### config.mk
export PLATFORM = sky130hd
export DESIGN_NAME = memory_control
export DESIGN_NICKNAME = d
export VERILOG_FILES = /design/src/rtl/cpu_types_pkg.sv /design/src/rtl/mem_wait_counter.sv /design/src/rtl/memory_control.sv
export SDC_FILE = /design/constraint.sdc
export NUM_CORES = 1
export LEC_CHECK = 0
export ABC_CLOCK_PERIOD_IN_PS = 3400
export CAP_MARGIN = 20
export CORE_MARGIN = 8
export CORE_UTILIZATION = 46
export DETAILED_ROUTE_END_ITERATION = 10
export GPL_TIMING_DRIVEN = 0
export PLACE_DENSITY = 0.86
export SLEW_MARGIN = 20
export SYNTH_ARGS = -nofsm -noshare
export SYNTH_HDL_FRONTEND = slang
export SYNTH_SLANG_ARGS = --single-unit
### constraint.sdc
create_clock -name CLK -period 3.4 [get_ports CLK]
set_clock_uncertainty 0.15 [all_clocks]
set_input_delay 0.68 -clock CLK [delete_from_list [all_inputs] [get_ports CLK]]
set_output_delay 0.68 -clock CLK [all_outputs]
set_load 0.01 [all_outputs]
### src/rtl/cpu_types_pkg.sv
// Shared CPU types: word, RAM handshake state, memory-controller FSM state
// and memory operation kind.
package cpu_types_pkg;

  localparam int unsigned WORD_W = 32;

  typedef logic [WORD_W-1:0] word_t;

  // RAM model handshake state
  typedef enum logic [1:0] {
    FREE   = 2'd0,
    BUSY   = 2'd1,
    ACCESS = 2'd2,
    ERROR  = 2'd3
  } ramstate_t;

  // memory_control FSM state
  typedef enum logic [2:0] {
    IDLE  = 3'd0,
    DATA  = 3'd1,
    INSTR = 3'd2,
    RETRY = 3'd3,
    RESP  = 3'd4
  } memctl_state_t;

  // Kind of transaction latched by memory_control
  typedef enum logic [1:0] {
    OP_FETCH = 2'd0,
    OP_LOAD  = 2'd1,
    OP_STORE = 2'd2
  } memop_t;

endpackage

### src/rtl/mem_wait_counter.sv
// Saturating RAM wait watchdog.
//   clk, rst_n : clock, async active-low reset
//   clear      : restart the count (transaction enters a RAM phase)
//   count      : one more cycle spent waiting on the RAM
//   expire_c   : this counted cycle brings the count to MAX_WAIT (or beyond)
module mem_wait_counter #(
  parameter int unsigned MAX_WAIT = 255
) (
  input  logic clk,
  input  logic rst_n,
  input  logic clear,
  input  logic count,
  output logic expire_c
);

  localparam int unsigned CW = (MAX_WAIT < 2) ? 1 : $clog2(MAX_WAIT + 1);

  logic [CW-1:0] cnt;

  // Count waiting cycles, holding at MAX_WAIT
  always_ff @(posedge clk or negedge rst_n) begin
    if (!rst_n) begin
      cnt <= '0;
    end else if (clear) begin
      cnt <= '0;
    end else if (count && (cnt != CW'(MAX_WAIT))) begin
      cnt <= cnt + CW'(1);
    end
  end

  // Flag the cycle whose increment reaches the limit, so the sticky error
  // is visible right after MAX_WAIT wait cycles.
  assign expire_c = count && (cnt >= CW'(MAX_WAIT - 1));

endmodule

### src/rtl/memory_control.sv
// Memory controller: arbitrates instruction fetches and data loads/stores
// onto a single-ported variable-latency RAM and returns one-cycle hits.
//   CLK, nRST                   : clock, async active-low reset
//   iREN, iaddr                 : fetch request (held until ihit)
//   dREN, dWEN, daddr, dstore   : data request (held until dhit)
//   ihit, iload / dhit, dload   : completion pulses with returned word
//   ramREN, ramWEN, ramaddr,
//   ramstore                    : RAM control (registered)
//   ramload, ramstate           : RAM response
//   memerr                      : sticky watchdog error
module memory_control
  import cpu_types_pkg::*;
#(
  parameter int unsigned MAX_WAIT = 255
) (
  input  logic        CLK,
  input  logic        nRST,
  input  logic        iREN,
  input  logic [31:0] iaddr,
  input  logic        dREN,
  input  logic        dWEN,
  input  logic [31:0] daddr,
  input  logic [31:0] dstore,
  output logic        ihit,
  output logic [31:0] iload,
  output logic        dhit,
  output logic [31:0] dload,
  output logic        ramREN,
  output logic        ramWEN,
  output logic [31:0] ramaddr,
  output logic [31:0] ramstore,
  input  logic [31:0] ramload,
  input  logic [1:0]  ramstate,
  output logic        memerr
);

  memctl_state_t state, nstate;
  memop_t        op_q, op_d;
  word_t         addr_d, store_d;
  ramstate_t     rs;
  logic          ren_d, wen_d, ihit_d, dhit_d;
  logic          in_ram, next_in_ram, enter_ram, capture;
  logic          expire_c;

  assign rs          = ramstate_t'(ramstate);
  assign in_ram      = (state == DATA) || (state == INSTR);
  assign next_in_ram = (nstate == DATA) || (nstate == INSTR);
  assign enter_ram   = next_in_ram && !in_ram;
  assign capture     = in_ram && (rs == ACCESS);

  // Next state, request latch and next registered outputs
  always_comb begin
    nstate  = state;
    op_d    = op_q;
    addr_d  = ramaddr;
    store_d = ramstore;
    case (state)
      IDLE: begin
        // data wins over a simultaneous fetch
        if (dREN || dWEN) begin
          nstate  = DATA;
          op_d    = dWEN ? OP_STORE : OP_LOAD;
          addr_d  = daddr;
          store_d = dstore;
        end else if (iREN) begin
          nstate = INSTR;
          op_d   = OP_FETCH;
          addr_d = iaddr;
        end
      end
      DATA, INSTR: begin
        if (rs == ACCESS)     nstate = RESP;
        else if (rs == ERROR) nstate = RETRY;
      end
      RETRY:   nstate = (op_q == OP_FETCH) ? INSTR : DATA;
      RESP:    nstate = IDLE;
      default: nstate = IDLE;
    endcase

    ren_d  = ((nstate == DATA) && (op_d == OP_LOAD)) || (nstate == INSTR);
    wen_d  = (nstate == DATA) && (op_d == OP_STORE);
    ihit_d = (nstate == RESP) && (op_d == OP_FETCH);
    dhit_d = (nstate == RESP) && (op_d != OP_FETCH);
  end

  // State, latches and registered outputs
  always_ff @(posedge CLK or negedge nRST) begin
    if (!nRST) begin
      state    <= IDLE;
      op_q     <= OP_FETCH;
      ramaddr  <= '0;
      ramstore <= '0;
      ramREN   <= 1'b0;
      ramWEN   <= 1'b0;
      ihit     <= 1'b0;
      dhit     <= 1'b0;
      iload    <= '0;
      dload    <= '0;
      memerr   <= 1'b0;
    end else begin
      state    <= nstate;
      op_q     <= op_d;
      ramaddr  <= addr_d;
      ramstore <= store_d;
      ramREN   <= ren_d;
      ramWEN   <= wen_d;
      ihit     <= ihit_d;
      dhit     <= dhit_d;
      if (capture && (op_q == OP_FETCH)) iload <= ramload;
      if (capture && (op_q == OP_LOAD))  dload <= ramload;
      if (expire_c)                      memerr <= 1'b1;
    end
  end

  mem_wait_counter #(
    .MAX_WAIT (MAX_WAIT)
  ) u_wait (
    .clk      (CLK),
    .rst_n    (nRST),
    .clear    (enter_ram),
    .count    (in_ram),
    .expire_c (expire_c)
  );

endmodule

# Word level (Yosys, flattened, before mapping)

Cells that the tools add are included.

Add/sub/neg operators: 1
Multiply operators: 0
Div/mod/pow operators: 0
$lt $le $gt $ge: 1
Equality and inequality tests: 12
Shift-type cells: 0
Mux-type cells: 14
Bitwise gates (word level): 0
Reductions and logical operators: 24

Operators by type and width:

| kind                                                            | count |
|---|---|
| 32-bit two-way mux                                              | 2 |
| 8-bit two-way mux                                               | 2 |
| 3-bit two-way mux                                               | 4 |
| 1-bit logical AND                                               | 10 |
| 2-bit two-way mux                                               | 5 |
| 3-bit by 2-bit == test with 1-bit output, second input constant | 3 |
| 3-bit one-hot mux with 3 select lines                           | 1 |
| 8-bit by 1-bit adder with 8-bit output, second input constant   | 1 |
| 8-bit >= comparator, second input constant                      | 1 |
| 8-bit != test, second input constant                            | 1 |
| 2-bit == test, second input constant                            | 3 |
| 3-bit by 1-bit == test with 1-bit output, second input constant | 2 |
| 2-bit nonzero test                                              | 3 |
| 2-bit by 1-bit == test with 1-bit output, second input constant | 2 |
| 2-bit zero test                                                 | 2 |
| 1-bit logical OR                                                | 4 |
| 2-bit AND reduction                                             | 2 |
| 3-bit == test, second input constant                            | 1 |
| 3-bit zero test                                                 | 1 |
| 2-bit OR reduction                                              | 1 |
| 1-bit zero test                                                 | 1 |

Register bits after elaboration: 146
Latch bits: 0
Memory bits (writable): 0
Bits in read-only memories: 0
Input bits: 135
Output and inout bits: 133
Word-level logic and storage cells: 64
Memories: 0

# Depth between registers and ports, before layout

Gate-level depths: netlist (run 1).

Depth after elaboration: 8
Mapped depth: 8
Depth with buffers taken out: 6

# By module

From an unflattened synthesis (run 1), not the netlist that was laid out.

Cell total of the unflattened synthesis: 452
Area, all modules: 6299.8 um2

Modules (own cells, without submodules):

| module           | times used | cells each | area each (um2) | sequential area each (um2) |
|---|---|---|---|---|
| memory_control   | 1          | 400        | 5808.1          | 3453.3 |
| mem_wait_counter | 1          | 52         | 491.7           | 200.2 |

# Least setup slack after synthesis (run 1)

No wires, ideal clock.

Path kind: input port to flip-flop
Start point: input port dWEN
End point: register iload[10]
Setup time: 125 ps
Arrival: 1985 ps
Data required time: 3125 ps
Path slack: 1140 ps
Stages: 8
Path buffers: 3
Cells stage by stage: or2_1 -> buf_2 -> o21ai_2 -> buf_6 -> nand2_2 -> nand2_4 -> buf_6 -> mux2_4

RTL lines:

| element                | RTL line              | text |
|---|---|---|
| start: declaration     | memory_control.sv:21  | `input logic dWEN,` |
| end signal: assignment | memory_control.sv:109 | `if (capture && (op_q == OP_FETCH)) iload <= ramload;` |
| end: declaration       | memory_control.sv:25  | `output logic [31:0] iload,` |

==> implementation parameters, run 1 <==
Parameter                              Value

Cells and area
  # nets final ... 870
  ANT cells ... 0
  Area delta synth->final ... 57.0%
  Filler Cells Inserted ... 835
  Layout cell share with drive strength beyond 1 ... 16.2%
  Fin cells ... 922
  Core occupancy in the finished layout ... 73.4%

Critical path
  Cell type of the slowest stage on the worst timing path ... clkdlybuf4s50_1
  Bufs and invs on worst path ... 4
  Type of element launching the critical path ... input pin
  Crit path required time ... 3.55 ns
  Arrival time reported for the critical path endpoint ... 2.67 ns
  Cell type group with the largest total delay on the critical path ... buffers and inverters
  Worst stage delay on the critical path ... 0.46 ns
  Crit-path most repeated cell ... buf_6
  Critical Path Fanout Max ... 10
  Critical path endpoint category ... flop
  Cell chain of the critical path ... clkdlybuf4s50_1, or2_1, buf_2, o21ai_2, buf_6, nand2_2, nand2_4, buf_6, mux2_4
  Type of the worst setup path ... in -> reg

Floorplanning
  Starting density of the core ... 46.8%
  Die Outline Area ... 0.0174 mm²
  Placeable core area ... 0.0132 mm²
  Number of rows in the core area ... 42
  Top Ports ... 268
  Die width ... 132 µm
  Die Ht ... 132 µm

Drt
  Detailed Routing Iterations Pass 1 ... 4
  Number of DRC violations after detailed routing ... 0
  Drt total wl ... 17400 µm
  Routed vias ... 4633
  Routed vias/inst ... 5.02
  Routed WL per cell ... 18.8 µm
  Initial detailed-routing violation count ... 167
  Post-DRT Antenna Nets ... 0

Global routing
  Largest net degree at the start of global routing ... 89
  Via count of the first global-routing pass ... 5223
  Number of antenna violations at the first check in global routing ... 0
  Global-route total usage across every layer ... 20.2%
  Residual overflow from global routing ... 0
  First-pass GRT wire length ... 27800 µm

Synthesis
  Fraction of registers with async set or reset after synthesis ... 100%
  Post-synth design cell area ... 0.00617 mm²
  Dominant combinational cell family by area after synthesis ... multiplexers
  Synth warnings ... 0
  Synth Area in Compound Gates ... 6.49%
  Total nets after synthesis ... 583
  Average footprint of a synthesized cell ... 13.8 µm²
  Top flip-flop cell by instance count after synthesis ... dfrtp_1
  Post-synthesis share of cell area spent on xor and xnor gates ... 0.568%
  Cell variety after synth ... 52
  Share of synthesized area occupied by flip-flops and latches ... 59.2%
  Post-synthesis simple-gate area fraction ... 5.80%
  Post-synthesis share of cell area spent on full adders, half adders and majority gates ... 0.406%
  Number of flops mapped to enable cells by yosys ... 0
  Proportion of synthesized area in mux cells ... 24.7%
  Total of flip-flops plus latches after synthesis ... 146
  Synthesized netlist cell count ... 446

Pwr
  Standby leakage power ... 0.00438 µW
  Pwr dens ... 904 mW/mm²
  Worst IR drop on VDD ... 0.535 mV

Status
  Result of the run ... finished clean

Clock tree
  Clk sinks ... 146
  Clock tree buffer depth ... 2
  Buffer cell driving the clock tree root ... clkbuf_16
  Clock-pin slew on the worst setup and hold paths ... 0.06 ns
  H-tree lvl count ... 4
  Clk Latency, worst-skew pair ... 0.41 ns
  Post-CTS repair timing setup buffer count ... 0
  Gates resized, CTS repair ... 0
  CTS hold repair buffers ... 0
  TritonCTS clock tree ... yes
  Total clock buffers created by CTS ... 17

STA
  Transition time of the tightest slew-check pin ... 0.484 ns
  Fmax achieved ... 397 MHz
  Final setup TNS ... 0 ns
  Unrepaired setup endpoints after global routing ... no
  Final Setup Violations ... 0
  Final-layout worst hold slack ... 0.0387 ns
  Hold Vio Cnt, Final ... 0
  Worst setup slack after layout ... 0.883 ns
  Max-Slew Margin vs Limit ... 67.7%
  Final critical delay including setup and external delays ... 2.52 ns
  Ratio of final minimum period to clock period ... 74.0%
  Total count of max-transition violations in the final report ... 0

Placement
  DPL Wire Length ... 13500 µm
  Worst slack, placed ... 0.456 ns
  Routability cong. ... 0.811
  Count of buffers inserted at the top-level ports ... 267
  Number of placed instances, taps included ... 890

Job
  Max-cap check violation count ... 0

Min path
  Kind of path behind the tightest hold check ... in -> async
## final cells by class
type                    count  area, µm²  area share (%)
multi-input cells         271       2340            24.2
clock inverters            11        129            1.33
flip-flops and latches    146       3650            37.7
inverters                   7       26.3           0.271
clock buffers              21        460            4.76
well taps                 176        220            2.27
plain buffers              22        148            1.52
repair buffers            268       2710            27.9
## cell usage in the layout, fill, tap and decap left out, types with 2 or more instances in the layout
cell             instances
mux2_2                  33
nor2_1                   4
nor3_1                   4
clkdlybuf4s50_1        266
and3_1                   2
clkbuf_1                 9
o21ai_1                  4
xor2_1                   2
mux2i_1                 32
inv_1                    7
clkbuf_8                 2
clkinvlp_4               5
nand2b_2                 2
buf_6                    7
nand3_1                  2
nand2_1                 39
or3_1                    2
inv_6                    2
mux2_1                  35
a21o_1                   4
nand4_1                  3
ha_1                     2
buf_2                    7
mux2_4                  29
a21oi_1                  5
clkbuf_16               17
dfrtp_1                146
o21ai_0                 34
bufinv_16                2
nand2_2                  2
xnor2_1                  2
o22ai_1                  2
a31oi_1                  3
## flip-flops by register name, summed over array words and instances (netlist names)
| register | count |
|---|---|
| dload | 32 |
| iload | 32 |
| ramaddr | 32 |
| ramstore | 32 |
| u_wait.cnt | 8 |
| state | 3 |
| op_q | 2 |
| dhit | 1 |
| ihit | 1 |
| memerr | 1 |
| ramREN | 1 |
| ramWEN | 1 |
## cell usage after synthesis (all sizes together), types with 4 or more instances
cell | count | area, µm²
a21oi | 6 | 41.3
nor2 | 4 | 15.0
a21o | 4 | 30.0
buf | 15 | 121
mux2 | 97 | 1200
o21ai | 39 | 199
nand2 | 42 | 170
mux2i | 32 | 320
nor3 | 5 | 30.0
dfrtp | 146 | 3650
clkbuf | 7 | 26.3
inv | 7 | 26.3
## per-layer routing
metal,wire length (µm),track usage (%),up-vias
li1,-,-,2162
met1,6970,22.2,2248
met2,8490,33.8,198
met3,1510,9.34,25
met4,379,7.21,0
met5,0,0,-
## kinds of logic (layout without fill, tap and decap cells)
family,Yosys count,count (layout)
adders and majority gates,2,2
AOI/OAI and AO/OA,64,64
buffers and inverters,29,329
muxes,129,129
DFF,146,146
xor gates and xnor gates,4,4
and+or+nand+nor,72,72
## worst paths after layout
path | start | to | slack (ns) | cells past startpoint
worst max-delay path | dWEN | iload[13] | 0.88 | 9
min in group CLK | memerr | memerr | 0.32 | 1
worst min register to register | memerr | memerr | 0.32 | 1
max in group asynchronous | nRST | ramaddr[8] | 2.28 | 2
worst min-delay path | nRST | iload[5] | 0.04 | 1
worst max register to register | state[1] | dload[7] | 1.12 | 7
## report_power, final
part | internal, µW | leakage [µW] | switching (µW)
Sequential | 2540 | 0.00181 | 478
Clock | 1120 | 0.000272 | 704
Combinational | 2280 | 0.00230 | 1620
## metrics by stage
stage / total power, µW / area [µm²]
CTS: 8860 / 9680
finish: 8760 / 9680
detailed placement: 6990 / 9090
floorplan: 4770 / 6170
global placement: 6820 / 9060
global route: 9260 / 9680
Note: power is estimated with default switching activity, not from simulation.
==> run 2, diff against run 1 <==
--- a/config.mk
+++ b/config.mk
@@ -5,13 +5,13 @@
 export SDC_FILE = /design/constraint.sdc
 export NUM_CORES = 1
 export LEC_CHECK = 0
-export ABC_CLOCK_PERIOD_IN_PS = 3400
+export ABC_CLOCK_PERIOD_IN_PS = 2500
 export CAP_MARGIN = 20
 export CORE_MARGIN = 8
-export CORE_UTILIZATION = 46
+export CORE_UTILIZATION = 42
 export DETAILED_ROUTE_END_ITERATION = 10
 export GPL_TIMING_DRIVEN = 0
-export PLACE_DENSITY = 0.86
+export PLACE_DENSITY = 0.8
 export SLEW_MARGIN = 20
 export SYNTH_ARGS = -nofsm -noshare
 export SYNTH_HDL_FRONTEND = slang
==> constraint.sdc (replaced) <==
create_clock -name CLK -period 2.5 [get_ports CLK]
set_clock_uncertainty 0.15 [all_clocks]
set_input_delay 0.5 -clock CLK [delete_from_list [all_inputs] [get_ports CLK]]
set_output_delay 0.5 -clock CLK [all_outputs]
set_load 0.01 [all_outputs]
==> run 2 against run 1 <==
Sequential share of layout area shrank 0.13 points. First-iteration DRC count grew 33%. Utilization shrank 6.0 points. Sequential power grew 36%. Total power grew 36%. Hold slack gained 0.27 ns. Worst setup slack lost 0.79 ns. Final area grew 0.35%. Via count shrank 0.86%. Combinational power grew 36%. Count of clock-buffer cells in the layout grew 1. Critical path type unchanged.
==> implementation parameters, run 2 (synthesized netlist as in run 1, its figures left out) <==
Parameter                              Value

Global routing
  First-pass GRT wire length ... 26900 µm
  Residual overflow from global routing ... 0
  Largest net degree at the start of global routing ... 81
  Via count of the first global-routing pass ... 5018
  Global-route total usage across every layer ... 18.6%
  Number of antenna violations at the first check in global routing ... 0

Floorplanning
  Number of rows in the core area ... 44
  Placeable core area ... 0.0144 mm²
  Die Outline Area ... 0.0188 mm²
  Starting density of the core ... 42.8%
  Top Ports ... 268
  Die width ... 137 µm
  Die Ht ... 137 µm

Critical path
  Crit path required time ... 2.64 ns
  Critical path endpoint category ... flop
  Critical Path Fanout Max ... 10
  Type of element launching the critical path ... input pin
  Arrival time reported for the critical path endpoint ... 2.55 ns
  Setup slack of the most critical reg-to-reg path ... 0.19 ns
  Type of the worst setup path ... in -> reg

Cells and area
  Area delta synth->final ... 57.5%
  Top library cells by usage in the layout, fill and taps aside ... 266 x clkdlybuf4s50_1, 146 x dfrtp_1, 39 x nand2_1
  Layout cell share with drive strength beyond 1 ... 16.2%
  Most frequent standard cell in the layout excluding fill and tap cells ... clkdlybuf4s50_1
  ANT cells ... 0
  # nets final ... 871

Clock tree
  Total clock buffers created by CTS ... 17
  Clk sinks ... 146
  Buffer cell driving the clock tree root ... clkbuf_16
  Clock-pin slew on the worst setup and hold paths ... 0.06 ns
  H-tree lvl count ... 4
  TritonCTS clock tree ... yes
  Clock tree buffer depth ... 2
  Post-CTS repair timing setup buffer count ... 0
  Clk Latency, worst-skew pair ... 0.41 ns

Drt
  Drt total wl ... 17300 µm
  Initial detailed-routing violation count ... 222
  Routed vias ... 4593
  Post-DRT Antenna Nets ... 0
  Routed vias/inst ... 4.93
  Number of DRC violations after detailed routing ... 0
  Routed WL per cell ... 18.5 µm
  Detailed Routing Iterations Pass 1 ... 4

STA
  Total count of max-transition violations in the final report ... 0
  Hold Vio Cnt, Final ... 0
  Unrepaired setup endpoints after global routing ... no
  Fmax achieved ... 416 MHz
  Transition time of the tightest slew-check pin ... 0.533 ns
  Ratio of final minimum period to clock period ... 96.2%
  Final critical delay including setup and external delays ... 2.40 ns
  Final-layout worst hold slack ... 0.310 ns
  Max-Slew Margin vs Limit ... 64.5%
  Final Setup Violations ... 0
  Worst setup slack after layout ... 0.0953 ns

Placement
  DPL Wire Length ... 13600 µm
  Routability cong. ... 0.823
  Worst slack, placed ... -0.321 ns
  Count of buffers inserted at the top-level ports ... 267

Pwr
  Standby leakage power ... 0.00439 µW
  Pwr dens ... 1230 mW/mm²
  Worst IR drop on VDD ... 0.613 mV

Job
  Max-cap check violation count ... 0

Min path
  Kind of path behind the tightest hold check ... reg -> reg

Status
  Result of the run ... finished clean
-- run 2: cell types whose count changed in the layout (fill, tap and decap cells not counted) --
cell           before  now
buf_6               7    6
buf_8               1    2
clkbuf_8            2    3
clkinv_2            1    0
clkinv_4            1    2
clkinvlp_4          5    4
dlygate4sd3_1       0    1
-- run 2: report_power, final --
group | switching, µW | internal, µW
Sequential | 641 | 3460
Clock | 964 | 1560
Combinational | 2190 | 3110
-- run 2: area by class of cell --
class / instances / area, µm²
Sequential cell: 146 / 3650
Multi-Input combinational cell: 271 / 2340
Tap cell: 184 / 230
Timing Repair Buffer: 269 / 2720
Fill cell: 1036 / 4710
Clock buffer: 22 / 474
Buffer: 22 / 151
Inverter: 7 / 26.3
Clock inverter: 10 / 125
-- run 2: worst max-delay path, stage by stage --
cell	delay, ns
clkdlybuf4s50_1	0.48
or2_1	0.26
buf_2	0.20
o21ai_2	0.20
buf_6	0.17
nand2_2	0.08
nand2_4	0.13
buf_6	0.20
mux2_4	0.31
-- run 2: through the flow --
| stage | cells | setup TNS, ns | util, % | total power, µW | cell area (µm²) |
|---|---|---|---|---|---|
| after floorplan | 446 | 0 | - | 6480 | 6170 |
| after global placement | 897 | -715.35 | 62.9 | 9280 | 9070 |
| after detailed placement | 898 | -14.63 | 63.1 | 9490 | 9100 |
| after CTS | 931 | 0 | 67.3 | 12100 | 9710 |
| after global routing | 931 | 0 | 67.4 | 12600 | 9720 |
| final | 931 | 0 | 67.4 | 11900 | 9720 |
-- run 2: routing by layer --
metal,global-route usage (%),part of all wire [%],wire (µm)
met5,0,0,0
met4,6.34,1.5,258
met3,9.19,12,1990
met2,31.2,50,8630
met1,20.2,37,6380
-- run 2: path summary, 6_finish.rpt --
| path | cells after the start | from | to |
|---|---|---|---|
| worst min-delay path | 1 | memerr | memerr |
| min in group asynchronous | 2 | nRST | iload[13] |
| max in group asynchronous | 3 | nRST | ramaddr[20] |
| worst min register to register | 1 | memerr | memerr |
| worst max-delay path | 9 | dWEN | iload[4] |
| worst max register to register | 7 | state[1] | dload[14] |
-- run 2: what timing repair did --
item	CTS	global route
endpoints found under the setup margin	0	1
resized for setup	0	1
hold buffers	1	0
endpoints found under the hold margin	66	0
==> run 3, diff against run 2 <==
--- a/config.mk
+++ b/config.mk
@@ -9,9 +9,10 @@
 export CAP_MARGIN = 20
 export CORE_MARGIN = 8
 export CORE_UTILIZATION = 42
+export CTS_CLUSTER_DIAMETER = 150
 export DETAILED_ROUTE_END_ITERATION = 10
-export GPL_TIMING_DRIVEN = 0
 export PLACE_DENSITY = 0.8
+export REMOVE_ABC_BUFFERS = 1
 export SLEW_MARGIN = 20
 export SYNTH_ARGS = -nofsm -noshare
 export SYNTH_HDL_FRONTEND = slang
==> run 3 against run 2 <==
Worst setup slack better by 0.28 ns. Non-clock buffer count is 1 lower. Sequential share of layout area is 0.31 points lower. Utilization is 0.56 points higher. Cell count is 0.11% lower. Final area is 0.82% higher. Critical path depth is 2 lower. Global-route usage hardly changed. Sequential power hardly changed.
==> implementation parameters, run 3 (synthesized netlist as in run 1, its figures left out) <==
Parameter                              Value

Critical path
  Terminus of the critical flop-to-flop path ... u_wait.cnt[0]
  Worst stage delay on the critical path ... 0.42 ns
  Cell depth of the worst setup path ... 7
  Crit path required time ... 2.63 ns
  Critical path endpoint category ... flop
  Source of the critical timing path ... dWEN
  Setup slack of the most critical reg-to-reg path ... 0.40 ns
  CP Capture Point ... u_wait.cnt[2]
  Type of element launching the critical path ... input pin
  Cell chain of the critical path ... clkdlybuf4s50_1, or2_2, buf_4, o32ai_1, a21o_1, mux2_2, o211ai_1
  Cell type of the slowest stage on the worst timing path ... clkdlybuf4s50_1
  Cell type group with the largest total delay on the critical path ... buffers and inverters
  Critical Path Fanout Max ... 8
  Type of the worst setup path ... in -> reg
  Worst reg2reg path startpoint ... state[0]
  Depth of the worst register-to-register path ... 5
  Arrival time reported for the critical path endpoint ... 2.26 ns
  Bufs and invs on worst path ... 2

Drt
  Routed vias ... 4548
  Routed WL per cell ... 18.6 µm
  Number of DRC violations after detailed routing ... 0
  Routed vias/inst ... 4.89
  Initial detailed-routing violation count ... 164
  Drt total wl ... 17300 µm
  Post-DRT Antenna Nets ... 0
  Detailed Routing Iterations Pass 1 ... 4

Status
  Result of the run ... finished clean

STA
  Ratio of final minimum period to clock period ... 84.9%
  Total count of max-transition violations in the final report ... 0
  Hold Vio Cnt, Final ... 0
  Unrepaired setup endpoints after global routing ... no
  Final critical delay including setup and external delays ... 2.12 ns
  Max-Slew Margin vs Limit ... 56.6%
  Final Setup Violations ... 0
  Transition time of the tightest slew-check pin ... 0.652 ns
  Fmax achieved ... 471 MHz

Floorplanning
  Placeable core area ... 0.0144 mm²
  Die width ... 137 µm
  Top Ports ... 268
  Starting density of the core ... 42.8%
  Number of rows in the core area ... 44
  Die Outline Area ... 0.0188 mm²
  Die Ht ... 137 µm

Min path
  Kind of path behind the tightest hold check ... reg -> reg

Pwr
  Design internal power ... 8310 µW
  Fraction of power consumed by combinational cells ... 44.2%
  Switch share ... 31.4%
  Sequential cell fraction of total power ... 33.9%
  Power dissipated by switching net loads ... 3810 µW
  Pwr dens ... 1240 mW/mm²
  Part of the total power dissipated in the clock network ... 22.0%
  Worst IR drop on VDD ... 0.714 mV
  Standby leakage power ... 0.00445 µW
  Final Power ... 12100 µW

Cells and area
  Top library cells by usage in the layout, fill and taps aside ... 266 x clkdlybuf4s50_1, 146 x dfrtp_1, 39 x nand2_1
  Most frequent standard cell in the layout excluding fill and tap cells ... clkdlybuf4s50_1
  # nets final ... 870
  Area delta synth->final ... 58.8%
  ANT cells ... 0
  Fin cells ... 930
  Layout cell share with drive strength beyond 1 ... 17.3%
  Design area ... 0.00980 mm²
  Filler Cells Inserted ... 1046

Placement
  Count of buffers inserted at the top-level ports ... 267
  Routability cong. ... 0.751
  DPL Wire Length ... 13300 µm
  Number of placed instances, taps included ... 897
  Post-Place Cell Area ... 0.00916 mm²

Clock tree
  Clock-pin slew on the worst setup and hold paths ... 0.06 ns
  Buffer cell driving the clock tree root ... clkbuf_16
  Total clock buffers created by CTS ... 17
  Clk Latency, worst-skew pair ... 0.41 ns
  Post-CTS repair timing setup buffer count ... 0
  Clk sinks ... 146
  Clock tree buffer depth ... 2
  H-tree lvl count ... 4
  TritonCTS clock tree ... yes

Global routing
  Largest net degree at the start of global routing ... 72
  Number of antenna violations at the first check in global routing ... 0
  Via count of the first global-routing pass ... 5061
  Global-route total usage across every layer ... 18.6%
  First-pass GRT wire length ... 26900 µm
  Residual overflow from global routing ... 0

Job
  Max-cap check violation count ... 0
-- run 3: final cells by class --
| type | count | area, µm² | share of cell area, % |
|---|---|---|---|
| Sequential cell | 146 | 3650 | 37.3 |
| Timing Repair Buffer | 290 | 2910 | 29.7 |
| Multi-Input combinational cell | 271 | 2350 | 24.0 |
| Clock buffer | 19 | 443 | 4.52 |
| Tap cell | 184 | 230 | 2.35 |
| Clock inverter | 13 | 184 | 1.88 |
| Inverter | 7 | 26.3 | 0.268 |
-- run 3: tightest hold or removal path: stages, from the launching register on --
cell     delay, ns
dfrtp_1       0.34
nand2_1       0.04
o21ai_0       0.06
-- run 3: how the worst min path moves through the flow --
| stage | start | to | slack [ns] | depth (start not counted) |
|---|---|---|---|---|
| after CTS | ramaddr[19] | ramaddr[19] | 0.33 | 2 |
| after global placement | ramaddr[24] | ramaddr[24] | 0.31 | 2 |
| after floorplan | nRST | dhit | 0.05 | 0 |
| after global routing | ramaddr[19] | ramaddr[19] | 0.34 | 2 |
| final | ramaddr[15] | ramaddr[15] | 0.33 | 2 |
| after detailed placement | ramaddr[19] | ramaddr[19] | 0.32 | 2 |
-- run 3: metrics by stage --
step	util [%]	hold slack [ns]	setup TNS, ns	worst slack (ns)
2_1_floorplan	-	0.0544	-103.33	-1.44
3_3_place_gp	63.5	0.313	-0.123	-0.0351
3_5_place_dp	63.5	0.320	-0.185	-0.0575
4_1_cts	67.9	0.333	0	0.395
5_1_grt	67.9	0.340	0	0.288
6_report	67.9	0.328	0	0.376
-- run 3: repair_timing --
action                    CTS  global route
hold buffers                1             0
hold endpoints to repair   65             0
gates resized for setup     0             0
-- run 3: power by group through the flow --
stage	combinational, µW	clock, µW	sequential [µW]
3_5_place_dp	5410	0	4120
5_1_grt	5720	2840	4250
6_report	5350	2660	4100
3_3_place_gp	5280	0	4060
4_1_cts	5440	2710	4120
2_1_floorplan	1860	0	4530
-- run 3: per-layer routing --
layer	share of wire [%]	track usage, %
met1	38	20.6
met2	51	31.3
met3	11	8.94
met4	1.2	5.49
met5	0	0
